[config.mk]
export PLATFORM = sky130hd
export DESIGN_NAME = bidir_shift_feeder
export DESIGN_NICKNAME = d
export VERILOG_FILES = /design/src/rtl/bidir_shift_feeder_pkg.sv /design/src/rtl/bidir_shift_feeder_counter.sv /design/src/rtl/bidir_shift_feeder.sv
export SDC_FILE = /design/constraint.sdc
export NUM_CORES = 1
export LEC_CHECK = 0
export BUFFER_PORTS_ARGS = -buffer_cell sky130_fd_sc_hd__buf_2
export CORE_ASPECT_RATIO = 2
export CORE_MARGIN = 3
export CORE_UTILIZATION = 50
export CTS_BUF_LIST = sky130_fd_sc_hd__clkbuf_8
export DETAILED_ROUTE_END_ITERATION = 8
export PLACE_DENSITY = 0.73
export SYNTH_ARGS = -nofsm -noshare
export SYNTH_HDL_FRONTEND = slang
export SYNTH_SLANG_ARGS = --single-unit
[constraint.sdc]
create_clock -name clk -period 2.8 [get_ports clk]
set_input_delay 0.28 -clock clk [delete_from_list [all_inputs] [get_ports clk]]
set_output_delay 0.28 -clock clk [all_outputs]
set_load 0.01 [all_outputs]
[src/rtl/bidir_shift_feeder_pkg.sv]
// Shared constants for the bidirectional shift register feeder.
// The optional parity output is enabled by defining SER_PARITY_EN.
package bidir_shift_pkg;

  localparam int DEFAULT_SIZE = 16;

  localparam logic DIR_LEFT  = 1'b0;
  localparam logic DIR_RIGHT = 1'b1;

  typedef enum logic [1:0] {
    ST_IDLE  = 2'd0,
    ST_SHIFT = 2'd1,
    ST_DONE  = 2'd2
  } state_t;

endpackage

[src/rtl/bidir_shift_feeder_counter.sv]
// Bit counter for one serial frame: cleared when a word is accepted, counts
// the bits issued, and flags the final bit position (SIZE-1).
module shift_bit_counter
  import bidir_shift_pkg::*;
#(
  parameter int SIZE = DEFAULT_SIZE
) (
  input  logic                    clk,
  input  logic                    rst,
  input  logic                    clr,
  input  logic                    inc,
  output logic [$clog2(SIZE)-1:0] cnt,
  output logic                    last
);

  localparam int              CW   = $clog2(SIZE);
  localparam logic [CW-1:0]   LAST = CW'(SIZE - 1);

  logic [CW-1:0] r_cnt;

  // clear takes priority so a new frame always starts at bit 0
  always_ff @(posedge clk or negedge rst) begin
    if (!rst) begin
      r_cnt <= '0;
    end else if (clr) begin
      r_cnt <= '0;
    end else if (inc) begin
      r_cnt <= r_cnt + CW'(1);
    end
  end

  assign cnt  = r_cnt;
  assign last = (r_cnt == LAST);

endmodule

[src/rtl/bidir_shift_feeder.sv]
// Serializer feeding a bidirectional shift register. A word accepted over
// valid/ready is shifted out over exactly SIZE enabled clocks, ordered so the
// register holds the word afterwards in either direction, then done pulses.
// Defining SER_PARITY_EN adds a registered even-parity output of the word.
//
// state | meaning
// IDLE  | waiting for a word; en=0, d=0, dir holds
// SHIFT | SIZE bits being issued, en=1
// DONE  | one-cycle completion, done=1, can accept the next word
module bidir_shift_feeder
  import bidir_shift_pkg::*;
#(
  parameter int SIZE = DEFAULT_SIZE
) (
  input  logic            clk,
  input  logic            rst,
  input  logic            in_valid,
  output logic            in_ready,
  input  logic [SIZE-1:0] in_data,
  input  logic            in_dir,
  output logic            en,
  output logic            dir,
  output logic            d,
  output logic            busy,
  output logic            done
`ifdef SER_PARITY_EN
  ,
  output logic            parity
`endif
);

  localparam int            CW   = $clog2(SIZE);
  localparam logic [CW-1:0] LAST = CW'(SIZE - 1);

  state_t          r_state;
  logic [SIZE-1:0] r_word;
  logic            r_en;
  logic            r_dir;
  logic            r_d;
  logic            r_done;

  logic            w_xfer;
  logic            w_inc;
  logic            w_last;
  logic [CW-1:0]   w_cnt;
  logic [CW-1:0]   w_nxt_cnt;
  logic [CW-1:0]   w_nxt_idx;
  logic            w_nxt_bit;
  logic            w_first_bit;

  assign in_ready = (r_state != ST_SHIFT);
  assign busy     = (r_state == ST_SHIFT);
  assign w_xfer   = in_valid && in_ready;
  assign w_inc    = busy && !w_last;

  // Left shifts enter at the LSB, so the MSB must go first; right shifts
  // enter at the MSB, so the LSB goes first.
  assign w_nxt_cnt   = w_cnt + CW'(1);
  assign w_nxt_idx   = (r_dir == DIR_RIGHT) ? w_nxt_cnt : (LAST - w_nxt_cnt);
  assign w_nxt_bit   = r_word[w_nxt_idx];
  assign w_first_bit = (in_dir == DIR_RIGHT) ? in_data[0] : in_data[SIZE-1];

  shift_bit_counter #(
    .SIZE (SIZE)
  ) u_cnt (
    .clk  (clk),
    .rst  (rst),
    .clr  (w_xfer),
    .inc  (w_inc),
    .cnt  (w_cnt),
    .last (w_last)
  );

  // frame sequencing; d is registered one bit ahead of the counter
  always_ff @(posedge clk or negedge rst) begin
    if (!rst) begin
      r_state <= ST_IDLE;
      r_word  <= '0;
      r_en    <= 1'b0;
      r_dir   <= DIR_LEFT;
      r_d     <= 1'b0;
      r_done  <= 1'b0;
    end else begin
      r_done <= 1'b0;
      case (r_state)
        ST_IDLE, ST_DONE: begin
          if (w_xfer) begin
            r_state <= ST_SHIFT;
            r_word  <= in_data;
            r_dir   <= in_dir;
            r_en    <= 1'b1;
            r_d     <= w_first_bit;
          end else begin
            r_state <= ST_IDLE;
            r_en    <= 1'b0;
            r_d     <= 1'b0;
          end
        end
        ST_SHIFT: begin
          if (w_last) begin
            r_state <= ST_DONE;
            r_en    <= 1'b0;
            r_d     <= 1'b0;
            r_done  <= 1'b1;
          end else begin
            r_d <= w_nxt_bit;
          end
        end
        default: begin
          r_state <= ST_IDLE;
          r_en    <= 1'b0;
          r_d     <= 1'b0;
        end
      endcase
    end
  end

  assign en   = r_en;
  assign dir  = r_dir;
  assign d    = r_d;
  assign done = r_done;

`ifdef SER_PARITY_EN
  logic r_parity;

  // parity follows the accepted word and holds until the next transfer
  always_ff @(posedge clk or negedge rst) begin
    if (!rst) begin
      r_parity <= 1'b0;
    end else if (w_xfer) begin
      r_parity <= ^in_data;
    end
  end

  assign parity = r_parity;
`endif

endmodule

# Word-level counts from Yosys, hierarchy flattened
# Cells that the tools add are included.
op_classes:
  n_addsub: 2
  n_lt_le_gt_ge: 1
  n_eq_ne: 5
  n_mux: 17
  n_reduce_logical: 7
ops:
  columns: ["operator", "count"]
  rows:
  - ["2-to-1 mux 4 bit", 3]
  - ["2-to-1 mux 1 bit", 9]
  - ["less-than comparator 4 x 5 -> 1 bit, second input constant", 1]
  - ["adder 4 x 1 -> 4 bit, second input constant", 1]
  - ["binary-select mux 1 bit (select 4 bit)", 1]
  - ["== test 4 bit, second input constant", 1]
  - ["inequality test 2 x 1 -> 1 bit, second input constant", 2]
  - ["case mux 1 bit (2 select lines)", 2]
  - ["case mux 2 bit (2 select lines)", 1]
  - ["subtractor 4 bit, first input constant", 1]
  - ["== test 2 x 1 -> 1 bit, second input constant", 1]
  - ["== test 2 bit, second input constant", 1]
  - ["logical AND 1 bit", 2]
  - ["logical NOT 2 bit", 1]
  - ["2-to-1 mux 2 bit", 1]
  - ["AND reduction 2 bit", 1]
  - ["nonzero test 2 bit", 1]
  - ["OR reduction 2 bit", 1]
  - ["logical NOT 1 bit", 1]
totals:
  reg_bits: 26
  input_bits: 20
  out_inout_bits: 6
  wordCells: 39

# Longest topological paths before layout
depth:
  depth_word: 7
  mapped_depth: 7
  mapped_depth_nobuf: 6

# By module
# A second synthesis with hierarchy kept.
hier_totals:
  hier_cells: 126
  hier_area_um2: 1500.2
by_module_without_submodules:
  columns: ["mod", "instances", "cells_each", "area_per_inst_um2", "seq_area_each_um2"]
  rows:
  - ["bidir_shift_feeder", 1, 109, 1301.2, 550.5]
  - ["shift_bit_counter", 1, 17, 198.9, 100.1]

# Worst setup path before layout
# Ideal clock, no wire load.
synth_timing:
  kind: "flip-flop to flip-flop"
  start: "register u_cnt.r_cnt[1], in the netlist u_cnt.cnt[1]"
  end: "register r_d, in the netlist d"
  setup_time_ps: 126
  arrival_time_ps: 1565
  t_required_ps: 2674
  path_slack_ps: 1109
  stages_incl_launch_ff: 7
  n_path_buf: 0
  period_less_slack_ps: 1691
  path_cell_list: "dfrtp_1 ha_1 nor2b_1 mux2i_1 o22ai_1 a311oi_1 a221o_1"
synth_via:
  elab_chain_cells: 7
  word_cells_on_any_way: 8
  classes_between: "add/sub: 2; eq/ne: 1; mux: 5"
synth_lines:
  columns: ["item", "line", "text"]
  rows:
  - ["start: declaration", "bidir_shift_feeder_counter.sv:19", "logic [CW-1:0] r_cnt;"]
  - ["start signal: assignment", "bidir_shift_feeder_counter.sv:28", "r_cnt <= r_cnt + CW'(1);"]
  - ["adder 4 x 1 -> 4 bit", "bidir_shift_feeder.sv:58", "assign w_nxt_cnt = w_cnt + CW'(1);"]
  - ["subtractor 4 bit", "bidir_shift_feeder.sv:59", "assign w_nxt_idx = (r_dir == DIR_RIGHT) ? w_nxt_cnt : (LAST - w_nxt_cnt);"]
  - ["2-to-1 mux 4 bit", "bidir_shift_feeder.sv:59", null]
  - ["binary-select mux 1 bit (select 4 bit)", "bidir_shift_feeder.sv:60", "assign w_nxt_bit = r_word[w_nxt_idx];"]
  - ["2-to-1 mux 1 bit (implied by the code)", "bidir_shift_feeder.sv:60", null]
  - ["2-to-1 mux 1 bit (*)", "bidir_shift_feeder.sv:100", "if (w_last) begin"]
  - ["case mux 1 bit (2 select lines) (*)", "bidir_shift_feeder.sv:85", "case (r_state)"]
  - ["end signal: assignment", "bidir_shift_feeder.sv:92", "r_d <= w_first_bit;"]
  - ["end signal: assignment", "bidir_shift_feeder.sv:106", "r_d <= w_nxt_bit;"]
  - ["end: declaration", "bidir_shift_feeder.sv:39", "logic r_d;"]
# Every way passes the cells marked *; elsewhere a longest branch is shown, timed or not. The select of a mux whose other input is x is not followed.
# A chain may end at the register's enable or synchronous reset.

# Worst setup path after layout
# Ends and elaborated chain as after synthesis.

==> impl_results.md <==
* Total negative slack at 0 ns
* Die width at 43.98 um
* Clk pin slew, worst setup/hold paths at 0.08 ns
* Design Power at 1984 uW
* Top Metal Used: met4
* Final net count at 170
* Post-layout min period at 1.937 ns
* Syn Nets at 146
* Crit share post-route at 69.17%
* Fin. max-slew vios at 0
* Final ANT Viol Nets at 0
* Hold Violations, Final at 26
* Antenna Cells at 0
* Die height at 81.97 um
* CTS H-tree lvls at 1
* Post-route met1 wirelength at 995 um
* First-pass GRT wire length at 4478 um
* Final setup vio count at 0
* Max-cap viol count at 0
* Sequential area share after synthesis at 45.10%
* Reg-to-reg startpoint: u_cnt.cnt[1]
* CTS tree: done
* I/O Buffers at 25
* Starting DRT DRC Count at 19
* Hold Buf Count CTS at 0
* Via count at 1,027
* Crit path max fanout at 5
* CORE AREA at 0.002770 sq mm
* Vias in the first global route at 1,039
* Hold Path Class: input port to async pin
* Number of enable flip-flop cells after synthesis at 0
* Global-route usage over all layers at 16.90%
* #FFs+latches synth at 26
* Failing checks: negative hold slack
* Via/cell ratio at 5.835
* Pwr dens at 1245 mW/mm^2
* Post-CTS setup repair buffer count at 0
* Worst skew pair latency at 0.27 ns
* Number of buffers created by CTS at 3
* Clk root buf: clkbuf_8
* CTS max path bufs at 2
* FF-to-FF setup slack at 0.86 ns
* Main synth FF type: dfrtp_1
* Crit end category: register
* Critical path startpoint category: register
* Initial antenna violation count at 0
* Worst clock skew at 0.001011 ns
* Routability Congestion at 0.8827
* RSZ-0062 raised after global routing: no
* Worst slew pin tran at 0.5481 ns
* Die area at 0.003605 sq mm
* Fmax at 516.4 MHz
* CP arrival at 2.10 ns
* Reg2reg path depth at 6
* Yosys Warn Count at 0
* Met2 routed wirelength at 1486 um
* P&R area growth vs syn at 10.49%
* Post-Syn Area at 0.001443 sq mm
* Worst Path Required at 2.96 ns
* DR pass1 iterations at 4
* Share of layout cells above drive strength 1 at 34.69%
* Initial Util at 52.08%
* Synth Instances at 125
* LEAKAGE at 0.0007339 uW
* Final-layout fill cell count at 259
* WL final at 2656 um
* CTS resizes at 0
* Row cnt at 27
* Worst R2R End: d
* Status: complete, but fails checks
* GR Overflow Total at 0
* Rel. slew slack at 63.46%
* WS Path Type: register to register
* Clock sinks at 26
* Worst vdd ir at 0.6418 mV
* Dpl hpwl at 2070 um
* Fin Hold WS at -0.01576 ns
* WL met3 at 94 um
* Residual DRC at 0
* Yosys cell types at 36
* Largest net degree at the start of global routing at 27
* # IOs at 26
* Async SR Flop Fraction at 100.0%
* Syn Area/Cell at 11.54 sq um
* WL/cell at 15.09 um
==> worst max-delay path, stage by stage (launching register included) <==
cell      delay [ns]
dfrtp_1         0.43
ha_1            0.35
nor2b_1         0.37
mux2i_1         0.14
o22ai_1         0.14
a311oi_1        0.07
a221o_1         0.33
==> cells in the mapped netlist (all sizes together) (2+ instances only) <==
master  instances  area share [%]
o21ai           2            0.69
buf             7             4.3
mux2           18              14
and2            2            0.87
a21oi           2            0.69
mux2i          16              11
nand3           6             2.4
nor2            8             2.1
nand2           5             1.3
dfrtp          26              45
nor2b           2            0.87
a22oi           7             3.6
xnor2           4             2.4
inv             2            0.87
nand4b          2             1.2
==> flip-flops by register name, summed over array words and instances (netlist names) <==
name and cells:
u_cnt.cnt 4, r_word 16, r_state 2, dir 1, en 1, done 1
d 1
==> kinds of logic after synthesis <==
family	share of synthesized area, %
AND/OR/NAND/NOR	11.02
XOR/XNOR	3.035
buffers and inverters	5.464
AO/OA/AOI/OAI	9.368
multiplexers	25.15
adder cells (fa/ha/maj)	0.8672
flip-flops	45.10
==> where the power goes <==
| part | leakage, uW | internal (uW) | total, uW | switching [uW] |
|---|---|---|---|---|
| registers | 0.000312 | 557 | 718 | 161 |
| clock network | 0.0000216 | 96.6 | 206 | 109 |
| logic | 0.000400 | 535 | 1060 | 525 |
| total | 0.000734 | 1190 | 1980 | 795 |
==> per-stage QoR <==
| step | setup slack [ns] | cell area, sq um | hold slack (ns) | utilization [%] | cells |
|---|---|---|---|---|---|
| floorplan | 1.109 | 1443 | -0.01559 | - | 125 |
| global placement | 1.008 | 1553 | 0.2956 | 56.05 | 173 |
| detailed placement | 0.9171 | 1553 | 0.3054 | 56.05 | 173 |
| CTS | 0.9088 | 1594 | 0.01073 | 57.54 | 176 |
| global route | 0.7499 | 1594 | 0.02569 | 57.54 | 176 |
| finish | 0.8634 | 1594 | -0.01576 | 57.54 | 176 |
==> routing by layer <==
metal	GRT usage, %	vias up
met1	17.99	493
li1	-	497
met4	10.27	0
met2	30.41	30
met5	0	-
met3	1.974	7
==> layout by cell type (no fill, tap or decap), types with 2 or more instances in the layout <==
| master | n |
|---|---|
| nor2b_1 | 2 |
| and2_1 | 2 |
| a21oi_1 | 2 |
| dfrtp_1 | 26 |
| buf_2 | 25 |
| mux2_2 | 18 |
| nand2_1 | 5 |
| nor2_1 | 8 |
| a22oi_1 | 7 |
| nand4b_1 | 2 |
| clkbuf_8 | 3 |
| xnor2_1 | 4 |
| mux2i_1 | 16 |
| buf_4 | 2 |
| nand3_1 | 5 |
==> cell type report <==
| type | count | area [sq um] | share of cell area, % |
|---|---|---|---|
| clock buffers | 3 | 41.29 | 2.590 |
| repair buffers | 27 | 140.1 | 8.791 |
| multi-input cells | 89 | 713.2 | 44.74 |
| flip-flops and latches | 26 | 650.6 | 40.82 |
| inverters | 2 | 12.51 | 0.7849 |
| well taps | 29 | 36.28 | 2.276 |
==> worst max path at each step <==
| stage | startpoint | to | slack [ns] | cells past startpoint |
|---|---|---|---|---|
| floorplan | u_cnt.cnt[1] | d | 1.11 | 6 |
| global placement | u_cnt.cnt[1] | d | 1.01 | 6 |
| detailed placement | u_cnt.cnt[1] | d | 0.92 | 6 |
| CTS | u_cnt.cnt[1] | d | 0.91 | 6 |
| global route | u_cnt.cnt[1] | d | 0.75 | 6 |
| finish | u_cnt.cnt[1] | d | 0.86 | 6 |
No activity file was read; power rests on OpenSTA's default activity.
